$ cat config.mk
export PLATFORM = sky130hd
export DESIGN_NAME = ahb_sram_slave_flat
export DESIGN_NICKNAME = d
export VERILOG_FILES = /design/src/rtl/ahb_sram_slave_if.sv /design/src/rtl/ahb_sram_slave.sv /design/src/flat_wrapper.sv
export SDC_FILE = /design/constraint.sdc
export NUM_CORES = 1
export LEC_CHECK = 0
export BUFFER_PORTS_ARGS = -buffer_cell sky130_fd_sc_hd__buf_4
export CORE_AREA = 2 2 140 142
export CTS_CLUSTER_SIZE = 24
export DETAILED_ROUTE_END_ITERATION = 7
export DIE_AREA = 0 0 142 144
export PLACE_DENSITY = 0.85
export SYNTH_ARGS = -nofsm -noshare
export SYNTH_HDL_FRONTEND = slang
export SYNTH_SLANG_ARGS = --single-unit
$ cat constraint.sdc
create_clock -name clk -period 1.8 [get_ports clk]
set_input_delay 0.36 -clock clk [delete_from_list [all_inputs] [get_ports clk]]
set_output_delay 0.36 -clock clk [all_outputs]
set_load 0.02 [all_outputs]
$ cat src/rtl/ahb_sram_slave_if.sv
// AHB-Lite bus bundle between a master (or interconnect) and the SRAM slave.
// Clock and reset stay outside so one bundle can be reused across instances.
interface ahb_sram_slave_if;
  logic        hsel;
  logic [63:0] haddr;
  logic        hwrite;
  logic [2:0]  hsize;
  logic [2:0]  hburst;
  logic [3:0]  hprot;
  logic        hmastlock;
  logic [1:0]  htrans;
  logic [63:0] hwdata;
  logic        hready;
  logic        hreadyout;
  logic        hresp;
  logic [63:0] hrdata;

  modport master (
    output hsel, haddr, hwrite, hsize, hburst, hprot, hmastlock, htrans, hwdata, hready,
    input  hreadyout, hresp, hrdata
  );

  modport slave (
    input  hsel, haddr, hwrite, hsize, hburst, hprot, hmastlock, htrans, hwdata, hready,
    output hreadyout, hresp, hrdata
  );
endinterface

$ cat src/rtl/ahb_sram_slave.sv
// AHB-Lite slave fronting a 64-bit synchronous SRAM with programmable wait states.
// One transfer in flight; every data phase is driven by a single registered FSM.
module ahb_sram_slave #(
  parameter int unsigned ADDR_WIDTH  = 11,
  parameter logic [63:0] BASE_ADDR   = 64'h0,
  parameter int unsigned WAIT_STATES = 1
) (
  input  logic                  clk,
  input  logic                  hreset_n,
  ahb_sram_slave_if.slave       ahb,
  output logic                  sram_cs,
  output logic                  sram_we,
  output logic [ADDR_WIDTH-1:0] sram_addr,
  output logic [7:0]            sram_be,
  output logic [63:0]           sram_wdata,
  input  logic [63:0]           sram_rdata
);

  localparam int unsigned TAG_LSB   = ADDR_WIDTH + 3;
  localparam logic [3:0]  WAIT_INIT = 4'(WAIT_STATES);

  typedef enum logic [3:0] {
    IDLE,
    WR_WAIT,
    WR_DONE,
    RD_ISS,
    RD_CAP,
    RD_WAIT,
    RD_DONE,
    ERR1,
    ERR2
  } state_t;

  state_t             state_reg;
  logic [TAG_LSB-1:0] haddr_q;
  logic [2:0]         hsize_q;
  logic [3:0]         wait_cnt_reg;
  logic [63:0]        rdata_q;
  logic               hreadyout_reg;
  logic               hresp_reg;
  logic [63:0]        hrdata_reg;

  logic accept;
  logic tag_ok;
  logic req_err;

  function automatic logic [7:0] lane_mask(input logic [2:0] size, input logic [2:0] offset);
    logic [7:0] m;
    case (size)
      3'd0:    m = 8'h01;
      3'd1:    m = 8'h03;
      3'd2:    m = 8'h0F;
      default: m = 8'hFF;
    endcase
    return m << offset;
  endfunction

  function automatic logic misaligned(input logic [2:0] size, input logic [2:0] low);
    case (size)
      3'd1:    return low[0];
      3'd2:    return |low[1:0];
      3'd3:    return |low;
      default: return 1'b0;
    endcase
  endfunction

  // Gating with our own hreadyout keeps stalled states from ever sampling a new address phase.
  assign accept  = ahb.hsel & ahb.hready & ahb.htrans[1] & hreadyout_reg;
  assign tag_ok  = (ahb.haddr[63:TAG_LSB] == BASE_ADDR[63:TAG_LSB]);
  assign req_err = !tag_ok || (ahb.hsize > 3'd3) || misaligned(ahb.hsize, ahb.haddr[2:0]);

  always_ff @(posedge clk or negedge hreset_n) begin
    if (!hreset_n) begin
      state_reg     <= IDLE;
      haddr_q       <= '0;
      hsize_q       <= '0;
      wait_cnt_reg  <= '0;
      rdata_q       <= '0;
      hreadyout_reg <= 1'b1;
      hresp_reg     <= 1'b0;
      hrdata_reg    <= '0;
      sram_cs       <= 1'b0;
      sram_we       <= 1'b0;
      sram_addr     <= '0;
      sram_be       <= '0;
    end else begin
      sram_cs <= 1'b0;
      sram_we <= 1'b0;
      sram_be <= '0;

      case (state_reg)
        // Every hreadyout-high state is a possible end of data phase.
        IDLE, WR_DONE, RD_DONE, ERR2: begin
          if (accept) begin
            haddr_q <= ahb.haddr[TAG_LSB-1:0];
            hsize_q <= ahb.hsize;
            if (req_err) begin
              state_reg     <= ERR1;
              hreadyout_reg <= 1'b0;
              hresp_reg     <= 1'b1;
            end else if (ahb.hwrite) begin
              hresp_reg <= 1'b0;
              if (WAIT_INIT == 4'd0) begin
                state_reg     <= WR_DONE;
                hreadyout_reg <= 1'b1;
                sram_cs       <= 1'b1;
                sram_we       <= 1'b1;
                sram_addr     <= ahb.haddr[TAG_LSB-1:3];
                sram_be       <= lane_mask(ahb.hsize, ahb.haddr[2:0]);
              end else begin
                state_reg     <= WR_WAIT;
                wait_cnt_reg  <= WAIT_INIT;
                hreadyout_reg <= 1'b0;
              end
            end else begin
              state_reg     <= RD_ISS;
              hreadyout_reg <= 1'b0;
              hresp_reg     <= 1'b0;
              sram_cs       <= 1'b1;
              sram_addr     <= ahb.haddr[TAG_LSB-1:3];
            end
          end else begin
            state_reg     <= IDLE;
            hreadyout_reg <= 1'b1;
            hresp_reg     <= 1'b0;
          end
        end

        WR_WAIT: begin
          if (wait_cnt_reg <= 4'd1) begin
            state_reg     <= WR_DONE;
            wait_cnt_reg  <= '0;
            hreadyout_reg <= 1'b1;
            sram_cs       <= 1'b1;
            sram_we       <= 1'b1;
            sram_addr     <= haddr_q[TAG_LSB-1:3];
            sram_be       <= lane_mask(hsize_q, haddr_q[2:0]);
          end else begin
            wait_cnt_reg <= wait_cnt_reg - 4'd1;
          end
        end

        RD_ISS: begin
          state_reg     <= RD_CAP;
          hreadyout_reg <= 1'b0;
        end

        // sram_rdata is valid in this cycle only; hrdata must not change before RD_DONE.
        RD_CAP: begin
          if (WAIT_INIT == 4'd0) begin
            state_reg     <= RD_DONE;
            hrdata_reg    <= sram_rdata;
            hreadyout_reg <= 1'b1;
          end else begin
            state_reg    <= RD_WAIT;
            rdata_q      <= sram_rdata;
            wait_cnt_reg <= WAIT_INIT;
          end
        end

        RD_WAIT: begin
          if (wait_cnt_reg <= 4'd1) begin
            state_reg     <= RD_DONE;
            wait_cnt_reg  <= '0;
            hrdata_reg    <= rdata_q;
            hreadyout_reg <= 1'b1;
          end else begin
            wait_cnt_reg <= wait_cnt_reg - 4'd1;
          end
        end

        ERR1: begin
          state_reg     <= ERR2;
          hreadyout_reg <= 1'b1;
          hresp_reg     <= 1'b1;
        end

        default: begin
          state_reg     <= IDLE;
          hreadyout_reg <= 1'b1;
          hresp_reg     <= 1'b0;
        end
      endcase
    end
  end

  // Write data is only valid in the data phase, so it is passed straight through during the strobe.
  assign sram_wdata    = sram_we ? ahb.hwdata : '0;
  assign ahb.hreadyout = hreadyout_reg;
  assign ahb.hresp     = hresp_reg;
  assign ahb.hrdata    = hrdata_reg;

  logic unused_ok;
  assign unused_ok = ^{ahb.hburst, ahb.hprot, ahb.hmastlock};

endmodule

$ cat src/flat_wrapper.sv
// flat-port wrapper written by rule: the top's interface ports become plain ports
module ahb_sram_slave_flat 
#(
  parameter int unsigned ADDR_WIDTH  = 11,
  parameter logic [63:0] BASE_ADDR   = 64'h0,
  parameter int unsigned WAIT_STATES = 1
)
  (clk, hreset_n, sram_cs, sram_we, sram_addr, sram_be, sram_wdata, sram_rdata, ahb_hsel, ahb_haddr, ahb_hwrite, ahb_hsize, ahb_hburst, ahb_hprot, ahb_hmastlock, ahb_htrans, ahb_hwdata, ahb_hready, ahb_hreadyout, ahb_hresp, ahb_hrdata);
  ahb_sram_slave_if ahb_i ();
  input  logic clk;
  input  logic hreset_n;
  output logic sram_cs;
  output logic sram_we;
  output logic [ADDR_WIDTH-1:0] sram_addr;
  output logic [7:0] sram_be;
  output logic [63:0] sram_wdata;
  input  logic [63:0] sram_rdata;
  input wire logic [$bits(ahb_i.hsel)-1:0] ahb_hsel;
  input wire logic [$bits(ahb_i.haddr)-1:0] ahb_haddr;
  input wire logic [$bits(ahb_i.hwrite)-1:0] ahb_hwrite;
  input wire logic [$bits(ahb_i.hsize)-1:0] ahb_hsize;
  input wire logic [$bits(ahb_i.hburst)-1:0] ahb_hburst;
  input wire logic [$bits(ahb_i.hprot)-1:0] ahb_hprot;
  input wire logic [$bits(ahb_i.hmastlock)-1:0] ahb_hmastlock;
  input wire logic [$bits(ahb_i.htrans)-1:0] ahb_htrans;
  input wire logic [$bits(ahb_i.hwdata)-1:0] ahb_hwdata;
  input wire logic [$bits(ahb_i.hready)-1:0] ahb_hready;
  output wire logic [$bits(ahb_i.hreadyout)-1:0] ahb_hreadyout;
  output wire logic [$bits(ahb_i.hresp)-1:0] ahb_hresp;
  output wire logic [$bits(ahb_i.hrdata)-1:0] ahb_hrdata;
  assign ahb_i.hsel = ahb_hsel;
  assign ahb_i.haddr = ahb_haddr;
  assign ahb_i.hwrite = ahb_hwrite;
  assign ahb_i.hsize = ahb_hsize;
  assign ahb_i.hburst = ahb_hburst;
  assign ahb_i.hprot = ahb_hprot;
  assign ahb_i.hmastlock = ahb_hmastlock;
  assign ahb_i.htrans = ahb_htrans;
  assign ahb_i.hwdata = ahb_hwdata;
  assign ahb_i.hready = ahb_hready;
  assign ahb_hreadyout = ahb_i.hreadyout;
  assign ahb_hresp = ahb_i.hresp;
  assign ahb_hrdata = ahb_i.hrdata;
  ahb_sram_slave #(.ADDR_WIDTH(ADDR_WIDTH), .BASE_ADDR(BASE_ADDR), .WAIT_STATES(WAIT_STATES)) u_core (.clk(clk), .hreset_n(hreset_n), .ahb(ahb_i), .sram_cs(sram_cs), .sram_we(sram_we), .sram_addr(sram_addr), .sram_be(sram_be), .sram_wdata(sram_wdata), .sram_rdata(sram_rdata));
endmodule
==> results_dict.tcl, run 1 <==
set metrics [dict create \
    outcome "finished, violations left" \
    violations "negative setup slack" \
    synth_top_area_share 0.549 \
    synth_cells 609 \
    grt_max_degree 51 \
    viasPerCell 5.33 \
    slowest_delay_ns 0.56 \
    power_density_nw_per_um2 1730 \
    startpoint_type "flop" \
    die-width_microns 142 \
    dpl.cell_count 1207 \
    path_delay_family "flip-flops" \
    clkLatencyLatePin_ns 0.42 \
    worst_ep_arrival_time_ns 2.20 \
    synth-edff-count 0 \
    drtIter0Drc 320 \
    grt_pass1_wl_microns 37200 \
    syn_area_sq_um 7980 \
    clockBufferDepth 2 \
    routed_wl_microns 28700 \
    fmax_mhz 530 \
    place.gp.congestion 0.995 \
    worstHoldPathType "input pin to flop" \
    stdcell_area_sq_um 13300 \
    syn_area_per_cell_sq_um 13.1 \
    cp.buffers_inverters 2 \
    period_share 1.05 \
    wl_per_cell_microns 22.5 \
    ioPinCount 361 \
    clkTransAtPathRegs_ns 0.08 \
    hold_viol_final 0 \
    leakage_nw 6.39 \
    postSynth.asyncResetShare 1.00 \
    r2r_start "u_core.ahb.hreadyout" \
    hold_start "ahb_hwrite" \
    final_common_cell "buf_4" \
    cts-buffers-inserted 17 \
    vias 6797 \
    fin_crit_ns 1.89 \
    ys_seq_area_frac 0.552 \
    drive_gt1_frac 0.696 \
    area_growth_pct 66.4 \
    utilization 0.696 \
    cts_max_level 4 \
    grt_usage 0.243 \
    layout_setup_ws_ns -0.0872 \
    startpoint "u_core.ahb.hreadyout" \
    dieHeight_microns 144 \
    drc 0 \
    num_rows 51 \
    relSlewSlack 0.566 \
    ant_nets 0 \
    reg2reg_slack_ns -0.09 \
    finalNetCount 1235 \
    setup_viol 152 \
    synth_area_leaders "dfrtp_1 (55%), mux2_2 (21%), and2_1 (5.0%)" \
    grt_setup_unrepaired "yes" \
    core_sq_um 19100 \
    pre_cts_slack_ns -0.104 \
    cts.sinks 176 \
    ys_ff_latch 176 \
    yosysWarnings 0 \
    max-vdd-ir-drop_v 0.000731 \
    maxCapViolations 0 \
    cp_data_required_time_ns 2.11 \
    slowest_stage "dfstp_2" \
    placed_area_sq_um 11400 \
    firstDrtPassIters 5 \
    ys_types 49 \
    clock_skew_ns 0.00972 \
    layout.cells.most_common_list "buf_4 (353), dfrtp_1 (172), mux2_4 (83), mux2_2 (72), buf_6 (47)" \
    die_area_sq_um 20400 \
    worst_slew_pin_slew_ns 0.652 \
    grt_pass1_vias 6480 \
    grt_antenna_before_repair 1 \
    crit_type "flop to flop" \
    initial_core_util 0.418 \
    yosys_most_used_dff "dfrtp_1" \
    path_cells "nand4_1 > buf_6 > a2111oi_4 > and2b_2 > buf_12 > a2bb2oi_2 > nand3_1" \
    final_cells 1275 \
    maxSlewViolCount 0 \
    critPathMaxFanout 23 \
    synth.net_count 821 \
    synth_top_area_cell "dfrtp_1" \
    cp-end-kind "flop" \
    tritoncts "yes" \
    globalRoute.totalOverflow 0 \
    place_hpwl_microns 19500 \
    io_buffers 351 \
    ctsRootBufferMaster "clkbuf_16" \
]
path summary, 6_finish.rpt:
check	depth (start not counted)	to
worst max-delay path	7	u_core.sram_addr[7]
worst min-delay path	2	u_core.state_reg[1]
min in group asynchronous	2	u_core.ahb.hrdata[55]
worst max register to register	7	u_core.sram_addr[7]
max in group asynchronous	3	u_core.ahb.hreadyout
worst min register to register	1	u_core.ahb.hrdata[3]
timing repair:
| item | CTS | global route |
|---|---|---|
| endpoints found under the setup margin | 162 | 172 |
| hold buffers | 1 | 0 |
| endpoints found under the hold margin | 43 | 0 |
| gates resized for setup | 34 | 184 |
| pin swaps | 1 | 4 |
| cloned | 2 | 13 |
| setup buffers | 11 | 10 |
report_power, final:
group / leakage (nW) / switching [mW] / internal (mW) / total (mW)
Sequential: 2.05 / 1.35 / 5.83 / 7.18
Clock: 0.302 / 1.90 / 1.92 / 3.82
Combinational: 4.04 / 5.18 / 6.74 / 11.9
Total: 6.39 / 8.43 / 14.5 / 22.9
kinds of logic after synthesis:
group / synth area share
fa+ha+maj: 0.00314
buf+inv: 0.0321
flops: 0.552
xor+xnor: 0.00220
mux: 0.219
compound gates: 0.0717
simple gates: 0.120
cell usage after synthesis, types with 2 or more instances:
| cell type | number |
|---|---|
| dfrtp_1 | 175 |
| mux2_2 | 151 |
| and2_1 | 64 |
| clkbuf_1 | 19 |
| nand4_1 | 15 |
| a21o_1 | 13 |
| nor4_1 | 13 |
| nand2_1 | 12 |
| nand3_1 | 12 |
| nor2_1 | 12 |
| a21oi_1 | 11 |
| a2bb2oi_2 | 11 |
| buf_2 | 11 |
| o21ai_0 | 11 |
| nand2_2 | 9 |
| buf_4 | 7 |
| nor3_1 | 5 |
| a211oi_1 | 4 |
| inv_1 | 4 |
| mux2_1 | 4 |
| nor2b_1 | 4 |
| a221oi_1 | 3 |
| buf_6 | 3 |
| ha_1 | 2 |
| nand2b_1 | 2 |
| nor3b_1 | 2 |
| o21a_1 | 2 |
| o21bai_1 | 2 |
| o22ai_1 | 2 |
| o31ai_1 | 2 |
| or2_2 | 2 |
| or3_1 | 2 |
| xnor2_1 | 2 |
final cells by class:
class,count,area (sq um)
Antenna cell,1,2.50
Clock buffer,17,425
Clock inverter,15,206
Fill cell,1267,5800
Inverter,5,31.3
Multi-Input combinational cell,387,3960
Sequential cell,176,4410
Tap cell,238,298
Timing Repair Buffer,436,3940
through the flow:
stage	power (mW)	TNS (ns)	hold WS (ns)
final	22.9	-5.07	0.137
after global routing	24.0	-14.47	0.140
after CTS	20.6	-1.72	0.128
after detailed placement	16.3	-2.44	0.333
after global placement	15.9	-1.27	0.328
after floorplan	12.4	-0.427	0.0644
routing by layer:
layer | up-vias | wire length (microns) | track usage
li1 | 3004 | - | -
met1 | 3437 | 11600 | 0.312
met2 | 289 | 14100 | 0.405
met3 | 67 | 1930 | 0.0553
met4 | 0 | 1170 | 0.0879
met5 | - | 0 | 0
Power figures use the tool's default switching activity.
==> run 2, diff against run 1 <==
CORE_AREA = 2 2 141 143   (was 2 2 140 142)
DIE_AREA = 0 0 143 145   (was 0 0 142 144)
PLACE_DENSITY = 0.81   (was 0.85)
clock period = 2.3 ns   (was 1.8 ns; I/O delays follow)
==> run 2 against run 1 <==
Against the previous run: the flow now finishes without violations; sequential cell count unchanged; power decreased by 34%; non-clock buffer count decreased by 67; combinational power decreased by 44%; sequential share of layout area increased by 4.9 points; sequential power decreased by 24%; die area increased by 1.4%; first-iteration DRC count increased by 2.2%; hold slack improved by 0.12 ns; core utilization decreased by 9.4 points; critical path depth decreased by 1; largest cell class unchanged.
==> results_dict.tcl, run 2 (synthesis results as in run 1) <==
set metrics [dict create \
    fill_cells 1557 \
    vias 6202 \
    cts_resized 0 \
    grt_max_degree 66 \
    setup_viol 0 \
    grtUsageMet2 0.344 \
    worst_slew_pin_slew_ns 0.620 \
    stdcell_area_sq_um 11600 \
    power_density_nw_per_um2 1310 \
    wl_per_cell_microns 18.5 \
    min_delay_path_depth 2 \
    cts-buffers-inserted 17 \
    regArea_sq_um 4410 \
    die-width_microns 143 \
    cts.sinks 176 \
    grt.busiest_layer "met2" \
    r2r_start "u_core.ahb.hreadyout" \
    place.gp.congestion 0.915 \
    grt_usage 0.220 \
    relSlewSlack 0.583 \
    grt_setup_unrepaired "no" \
    startpoint "u_core.ahb.hreadyout" \
    reg2reg_depth 6 \
    r2r_end "u_core.sram_addr[3]" \
    ctsRootBufferMaster "clkbuf_16" \
    fin_crit_ns 2.14 \
    initial_core_util 0.415 \
    cp_data_required_time_ns 2.59 \
    hold_viol_final 0 \
    ioPinCount 361 \
    firstDrtPassIters 4 \
    period_share 0.930 \
    core_sq_um 19200 \
    drtIter0Drc 327 \
    fin_setup_tns_ns 0 \
    hold_start "sram_rdata[61]" \
    routed_wl_microns 22800 \
    final_common_cell "buf_4" \
    grt_antenna_before_repair 0 \
    diodes 0 \
    multiInputGateArea_sq_um 3340 \
    maxSlewViolCount 0 \
    hold_end "u_core.rdata_q[61]" \
    grt_pass1_wl_microns 35100 \
    crit_type "flop to flop" \
    drive_gt1_frac 0.601 \
    ant_nets 0 \
    placed_area_sq_um 10900 \
    maxCapViolations 0 \
    layout.cells.most_common_list "buf_4 (362), dfrtp_1 (175), mux2_2 (151), and2_1 (64), clkbuf_16 (17)" \
    num_rows 51 \
    leakage_nw 5.48 \
    globalRoute.totalOverflow 0 \
    fmax_mhz 467 \
    worst_hold_slack_ns 0.261 \
    io_buffers 351 \
    startpoint_type "flop" \
    grt_use_met3 0.0505 \
    cts_max_level 4 \
    max-vdd-ir-drop_v 0.000963 \
    use_met1 0.303 \
    finalNetCount 1168 \
    viasPerCell 5.03 \
    clkLatencyLatePin_ns 0.43 \
    grt_pass1_vias 6370 \
    drc 0 \
    cp-end-kind "flop" \
    clock_skew_ns 0.0103 \
    worstHoldPathType "input pin to flop" \
    die_area_sq_um 20700 \
    dieHeight_microns 145 \
    place_hpwl_microns 17400 \
    clockBufferDepth 2 \
    outcome "finished, final reports clean" \
    area_growth_pct 44.9 \
    reg2reg_slack_ns 0.16 \
    critPathMaxFanout 23 \
    worst_ep_arrival_time_ns 2.43 \
    tritoncts "yes" \
    clkTransAtPathRegs_ns 0.08 \
]
## run 2: final cells by class
class,instances,area share
well taps,265,0.0287
repair buffers,369,0.245
inverters,5,0.00206
multi-input cells,387,0.289
clock buffers,18,0.0371
clock inverters,14,0.0170
flip-flops and latches,176,0.381
## run 2: worst max-delay path, cell delays in order (launching register included)
cell and delay (ns):
dfstp_2 0.57, nand4_1 0.30, a2111oi_4 0.49, and2b_1 0.22, buf_12 0.18, a2bb2oi_2 0.15, nand3_1 0.10
## run 2: worst max path at each step
stage	endpoint	slack, ns	depth (start not counted)
after detailed placement	u_core.sram_addr[3]	0.17	6
after CTS	u_core.sram_addr[3]	0.14	6
final	u_core.sram_addr[3]	0.16	6
after global placement	u_core.haddr_q[13]	0.20	4
after floorplan	u_core.sram_addr[2]	0.29	6
after global routing	u_core.sram_addr[3]	0.04	6
## run 2: per-stage QoR
step	total power [mW]	worst slack [ns]	util	instances
2_1_floorplan	9.64	0.287	-	609
3_5_place_dp	12.2	0.165	0.569	1201
4_1_cts	15.3	0.138	0.602	1234
5_1_grt	16.0	0.0399	0.602	1234
6_report	15.1	0.160	0.602	1234
3_3_place_gp	11.9	0.196	0.569	1201
## run 2: routing by layer
metal / wire [microns] / vias up
met5: 0 / -
met4: 506 / 0
met3: 1530 / 32
met2: 10800 / 228
met1: 9960 / 3075
li1: - / 2867
## run 2: report_power, final
| part | leakage (nW) | switching (mW) | internal (mW) | total, mW |
|---|---|---|---|---|
| combinational | 3.12 | 3.23 | 3.39 | 6.62 |
| clock | 0.299 | 1.29 | 1.75 | 3.05 |
| sequential | 2.06 | 0.885 | 4.56 | 5.45 |
| total | 5.48 | 5.41 | 9.70 | 15.1 |
## run 2: what timing repair did
action | in CTS | in global routing
endpoints found under the hold margin | 48 | 0
hold buffers | 1 | 0
buffers inserted | 0 | 0
